==> config.mk <==
export PLATFORM = sky130hd
export DESIGN_NAME = match_window_counter
export DESIGN_NICKNAME = d
export VERILOG_FILES = /design/src/rtl/match_window_counter.sv
export SDC_FILE = /design/constraint.sdc
export NUM_CORES = 1
export LEC_CHECK = 0
export CAP_MARGIN = 20
export CORE_AREA = 2 2 50 86
export CTS_CLUSTER_DIAMETER = 100
export DETAILED_ROUTE_END_ITERATION = 8
export DIE_AREA = 0 0 52 88
export GPL_TIMING_DRIVEN = 1
export PLACE_DENSITY = 0.8
export SYNTH_ARGS = -nofsm -noshare
export SYNTH_HDL_FRONTEND = slang
export SYNTH_SLANG_ARGS = --single-unit
==> constraint.sdc <==
create_clock -name clk -period 4 [get_ports clk]
set_clock_uncertainty 0.2 [all_clocks]
set_input_delay 1.2 -clock clk [delete_from_list [all_inputs] [get_ports clk]]
set_output_delay 1.2 -clock clk [all_outputs]
set_load 0.03 [all_outputs]
==> src/rtl/match_window_counter.sv <==
// Counts detector match pulses over back-to-back programmable windows and
// publishes each window's count and threshold alarm through a one-entry valid/ready slot.
module match_window_counter #(
  parameter int WIN_W = 8,
  parameter int CNT_W = 8
) (
  input  logic             clk,
  input  logic             reset_n,
  input  logic             z,
  input  logic             en,
  input  logic [WIN_W-1:0] win_len,
  input  logic [CNT_W-1:0] threshold,
  output logic             busy,
  output logic             res_valid,
  input  logic             res_ready,
  output logic [CNT_W-1:0] res_count,
  output logic             res_alarm,
  output logic             res_lost
);

  typedef enum logic {IDLE = 1'b0, COUNT = 1'b1} state_t;

  localparam logic [WIN_W-1:0] WIN_ONE = WIN_W'(1);

  state_t           state_q;
  logic [WIN_W-1:0] rem_q;
  logic [CNT_W-1:0] thr_q;
  logic [CNT_W-1:0] cnt_q;
  logic             res_valid_q;
  logic [CNT_W-1:0] res_count_q;
  logic             res_alarm_q;
  logic             res_lost_q;

  logic [WIN_W-1:0] rem_d;
  logic [CNT_W-1:0] cnt_d;
  logic             xfer;
  logic             win_end;

  // A zero window length behaves as a one-cycle window.
  assign rem_d   = (win_len == '0) ? WIN_ONE : win_len;
  assign cnt_d   = (&cnt_q) ? cnt_q : cnt_q + CNT_W'(z);
  assign xfer    = res_valid_q & res_ready;
  assign win_end = (state_q == COUNT) & en & (rem_q == WIN_ONE);

  always_ff @(posedge clk or negedge reset_n) begin
    if (!reset_n) begin
      state_q     <= IDLE;
      rem_q       <= '0;
      thr_q       <= '0;
      cnt_q       <= '0;
      res_valid_q <= 1'b0;
      res_count_q <= '0;
      res_alarm_q <= 1'b0;
      res_lost_q  <= 1'b0;
    end else begin
      if (state_q == IDLE) begin
        if (en) begin
          state_q <= COUNT;
          rem_q   <= rem_d;
          thr_q   <= threshold;
          cnt_q   <= '0;
        end
      end else begin
        if (!en) begin
          state_q <= IDLE;
          rem_q   <= '0;
          cnt_q   <= '0;
        end else if (win_end) begin
          // Next window starts on the same edge, so no cycle goes uncounted.
          rem_q <= rem_d;
          thr_q <= threshold;
          cnt_q <= '0;
        end else begin
          rem_q <= rem_q - WIN_ONE;
          cnt_q <= cnt_d;
        end
      end

      if (win_end && (!res_valid_q || xfer)) begin
        res_valid_q <= 1'b1;
        res_count_q <= cnt_d;
        res_alarm_q <= (cnt_d >= thr_q);
      end else if (xfer) begin
        res_valid_q <= 1'b0;
      end

      // A transfer always frees the slot, so it can never coincide with a drop.
      if (xfer) begin
        res_lost_q <= 1'b0;
      end else if (win_end && res_valid_q) begin
        res_lost_q <= 1'b1;
      end
    end
  end

  assign busy      = (state_q == COUNT);
  assign res_valid = res_valid_q;
  assign res_count = res_count_q;
  assign res_alarm = res_alarm_q;
  assign res_lost  = res_lost_q;

endmodule

After elaboration in Yosys (flattened, before gate mapping)

Cells that the tools add are included.

Register bits after elaboration: 36
Bits of input ports: 21
Output and inout port bits: 12

Add/subtract/negate cells: 2
Magnitude comparators: 1
Equal/unequal tests: 2
Muxes and demuxes: 19
Bitwise gates (word level): 3
Reductions and logical operators: 10

Operators with widths:

| kind                  | count |
|---|---|
| $mux W8               | 14 |
| $add A8 B1 Y8         | 1 |
| $eq A8 B1 Y1 const B  | 1 |
| $ge A8 B8 Y1          | 1 |
| $logic_not A8 Y1      | 1 |
| $reduce_and A8 Y1     | 1 |
| $sub A8 B1 Y8 const B | 1 |
| $reduce_bool A2 Y1    | 3 |
| $mux W1               | 5 |
| $and A1 B1 Y1         | 3 |
| $logic_and A1 B1 Y1   | 2 |
| $ne A2 B1 Y1 const B  | 1 |
| $reduce_and A2 Y1     | 1 |
| $logic_not A1 Y1      | 1 |
| $logic_or A1 B1 Y1    | 1 |

Longest topological paths before layout

Depth in word-level cells: 5
Gate-level depth with buffers: 10
Depth with buffers taken out: 10

Least setup slack after synthesis

Ideal clock, no wire load.

Path kind: input to register
Start point: input z
End point: register res_alarm_q (netlist: res_alarm)
Data arrival time: 2.753 ns
Path slack: 0.917 ns
Stages: 9
Path buffers: 0
Path through: ha_1 > and3_1 > o2111a_1 > a21oi_1 > ha_1 > a21o_1 > a21o_1 > a21oi_1 > a31oi_1

Word-level cells in the longest chain between the ends: 3

RTL lines:

| item                 | line | source |
|---|---|---|
| from (decl)          | 9    | `input logic z,` |
| $add A8 B1 Y8        | 41   | `assign cnt_d = (&cnt_q) ? cnt_q : cnt_q + CNT_W'(z);` |
| $mux W8              | 41   |  |
| via cnt_d[5]         | 35   | `logic [CNT_W-1:0] cnt_d;` |
| $ge A8 B8 Y1         | 82   | `res_alarm_q <= (cnt_d >= thr_q);` |
| to (signal assigned) | 82   |  |
| to (decl)            | 31   | `logic res_alarm_q;` |

The timed path passes the listed nets, and every way through them passes these cells.
A chain may end at the register's enable or synchronous reset.

Worst setup path in the final report

Same ends and word-level chain as after synthesis.

==> reports/qor.txt <==
Status - completed
Asr flop ratio synth - 100%
H-tree Lvls - 2
Tot Pwr - 1.15 mW
HPWL Detailed - 3.47 mm
Internal cell power - 0.775 mW
Area Growth Syn to Fin - 23.7%
Count of cell types in the netlist - 46
Worst reg2reg setup slack - 1320 ps
Top cells by area, synth - dfrtp_1 (44%), ha_1 (7.4%), mux2_2 (6.1%), nor2_1 (4.6%), o21ai_0 (3.9%)
Post-layout utilization of the core - 65.3%
Register Area - 901 µm²
Slew of the pin with the lowest slew margin - 576 ps
Final Hold Vio Count - 0
Worst hold start - thr_q[4]
# clock sinks - 36
Syn Area/Cell - 9.32 µm²
Ports - 33
Worst stage delay on the critical path - 500 ps
WHS Endpoint - thr_q[4]
Grt total ovfl - 0
Diodes inserted - 0
Post-synthesis simple-gate area fraction - 16.4%
First-pass GRT wire length - 8.05 mm
CP Class - in -> reg
Placed cell area - 0.00242 mm²
Wire per inst - 15.5 µm
Most frequent cells in the layout - dfrtp_1 (36), clkdlybuf4s50_1 (32), nor2_1 (25)
Nets - 287
Hold Path Depth - 1
Row cnt - 30
Layout fillers - 314
Largest family of logic cells by synthesized area - compound AO/OA/AOI/OAI gates
Period utilisation layout - 87.0%
Required time of the critical path - 4020 ps
Clock share of power - 28.1%
Total negative slack - 0 ps
Tmin final - 3480 ps
Cell mode on critical path - ha_1
Root Buffer - clkbuf_8
Ratio of cells with drive above 1 in the final layout - 11.0%
Post-synth top area cell - dfrtp_1
Number of flops mapped to enable cells by yosys - 0
Mapped cell area - 0.00204 mm²
RSZ-0062 raised after global routing - no
Data arrival time of the worst path - 3500 ps
Clock Path Buffers - 2
Final WL - 4.70 mm
Combinational Power Share - 31.1%
Cell breakdown of the critical path - clkdlybuf4s50_1 > ha_1 > nand3_1 > nor2_1 > mux2_2 > ha_1 > nand4_1 > nor3_1 > o31ai_1 > a31oi_1
Max-cap viol count - 0
Most common cell after layout, fill and taps aside - dfrtp_1
Pwr Density - 455 mW/mm²
Vias in the first global route - 1,769
Synth Instances - 219
Die height - 88 µm
Non-Filler Instances - 303
CTS Buf Count - 5
Crit Path Max Fanout - 5
Worst reg2reg endpoint - res_alarm
Vias - 1,786
Via density - 5.89
Critical path launch point type - input port
Largest net degree at the start of global routing - 37
Sw frac - 32.6%
Initial antenna violation count - 0
Die W - 52 µm
HP Class - reg -> reg
Relative slew slack - 61.6%
Fin area - 0.00252 mm²
Die footprint - 0.00458 mm²
Final count of negative-setup-slack endpoints - 0
Iteration-0 DRC Markers - 56
Hold_buf cts - 0
Detailed Routing Iterations Pass 1 - 4
Leakage power - 1.16 nW
VDD IR max - 405 µV
PostCTS Resize Cnt - 0
Compound-Gate Fraction of Synth Area - 20.0%
Ys Warns - 0
Mux contribution to synthesized area - 6.07%
GRT Resource Usage Total - 24.2%
Core area - 0.00387 mm²
Post-synth top area share - 44.1%
Initial Utilization - 52.8%
Worst reg2reg startpoint - cnt_q[1]
XOR/XNOR Fraction of Synth Area - 1.29%
Multi-input gate area - 0.00104 mm²
Drt drc - 0
Clock slew at reported path FFs - 70 ps
Placed insts - 295
P_sw - 0.375 mW
#FFs+latches synth - 36
CP Capture Type - flop
Fmax - 287 MHz
Gpl congestion - 0.883
Crit path max-delay cell type - clkdlybuf4s50_1
I/O Buffers - 32
ANT nets after route - 0
Latest clock arrival within the worst-skew pair - 300 ps
Post-synthesis sequential area ratio - 44.1%
Setup Fix Bufs, Post-CTS - 0
Post-synth top flop - dfrtp_1
TritonCTS clock tree - built
Post-Synth Adder-Cell Area - 7.35%
Synthesized net count - 252
Fin. max-slew vios - 0
Seq pwr share - 40.9%
Reg2reg path depth - 9
-- registers in the layout, indices dropped and copies added, names as in the netlist --
| name | count |
|---|---|
| res_valid | 1 |
| busy | 1 |
| rem_q | 8 |
| cnt_q | 8 |
| res_lost | 1 |
| res_alarm | 1 |
| res_count | 8 |
| thr_q | 8 |
-- synthesized netlist by cell type, types with 5 or more instances --
| cell | n |
|---|---|
| inv_1 | 15 |
| a31oi_1 | 9 |
| o21ai_0 | 16 |
| ha_1 | 12 |
| clkbuf_1 | 7 |
| mux2_2 | 11 |
| nor2_1 | 25 |
| a21oi_1 | 12 |
| dfrtp_1 | 36 |
| nand4_1 | 5 |
| nand2_1 | 21 |
-- area by class of cell --
type	instances	area share, %
Clock inverter	2	1.39
Clock buffer	6	2.87
Inverter	15	2.23
Sequential cell	36	35.7
Timing Repair Buffer	37	14.2
Multi-Input combinational cell	159	41.3
Tap cell	48	2.38
-- worst max-delay path by stage --
stage	end	slack, ps	startpoint
floorplan	res_alarm	920	z
global placement	res_alarm	310	z
detailed placement	res_alarm	240	z
CTS	res_alarm	530	z
global route	res_alarm	330	z
finish	res_alarm	520	z
-- cells by family after synthesis --
family | Yosys count
simple gates | 72
compound gates | 61
flops | 36
buf+inv | 24
fa+ha+maj | 12
mux | 11
xor+xnor | 3
-- layer usage --
layer / routed length, µm / GRT usage (%) / part of all wire [%]
met1: 1650 / 25.3 / 35
met2: 2560 / 42.2 / 54
met3: 197 / 4.44 / 4.2
met4: 298 / 16.5 / 6.3
met5: 0 / 0 / 0
-- power groups by stage --
stage | clock network (mW) | logic (mW) | registers [mW]
2_1_floorplan | 0 | 0.153 | 0.543
3_3_place_gp | 0 | 0.350 | 0.475
3_5_place_dp | 0 | 0.359 | 0.478
4_1_cts | 0.326 | 0.361 | 0.470
5_1_grt | 0.342 | 0.393 | 0.479
6_report | 0.323 | 0.357 | 0.470
-- per-stage QoR --
stage               hold WS (ps)  setup slack (ps)
finish                       308               518
global route                 318               328
CTS                          309               526
detailed placement           294               238
global placement             289               309
floorplan                    279               917
-- worst max-delay path, delay by kind of cell --
| kind | cells | cell delay [ps] |
|---|---|---|
| simple gates | 4 | 580 |
| fa+ha+maj | 2 | 560 |
| buf+inv | 1 | 500 |
| mux | 1 | 380 |
| compound gates | 2 | 260 |
Power figures use the tool's default switching activity.
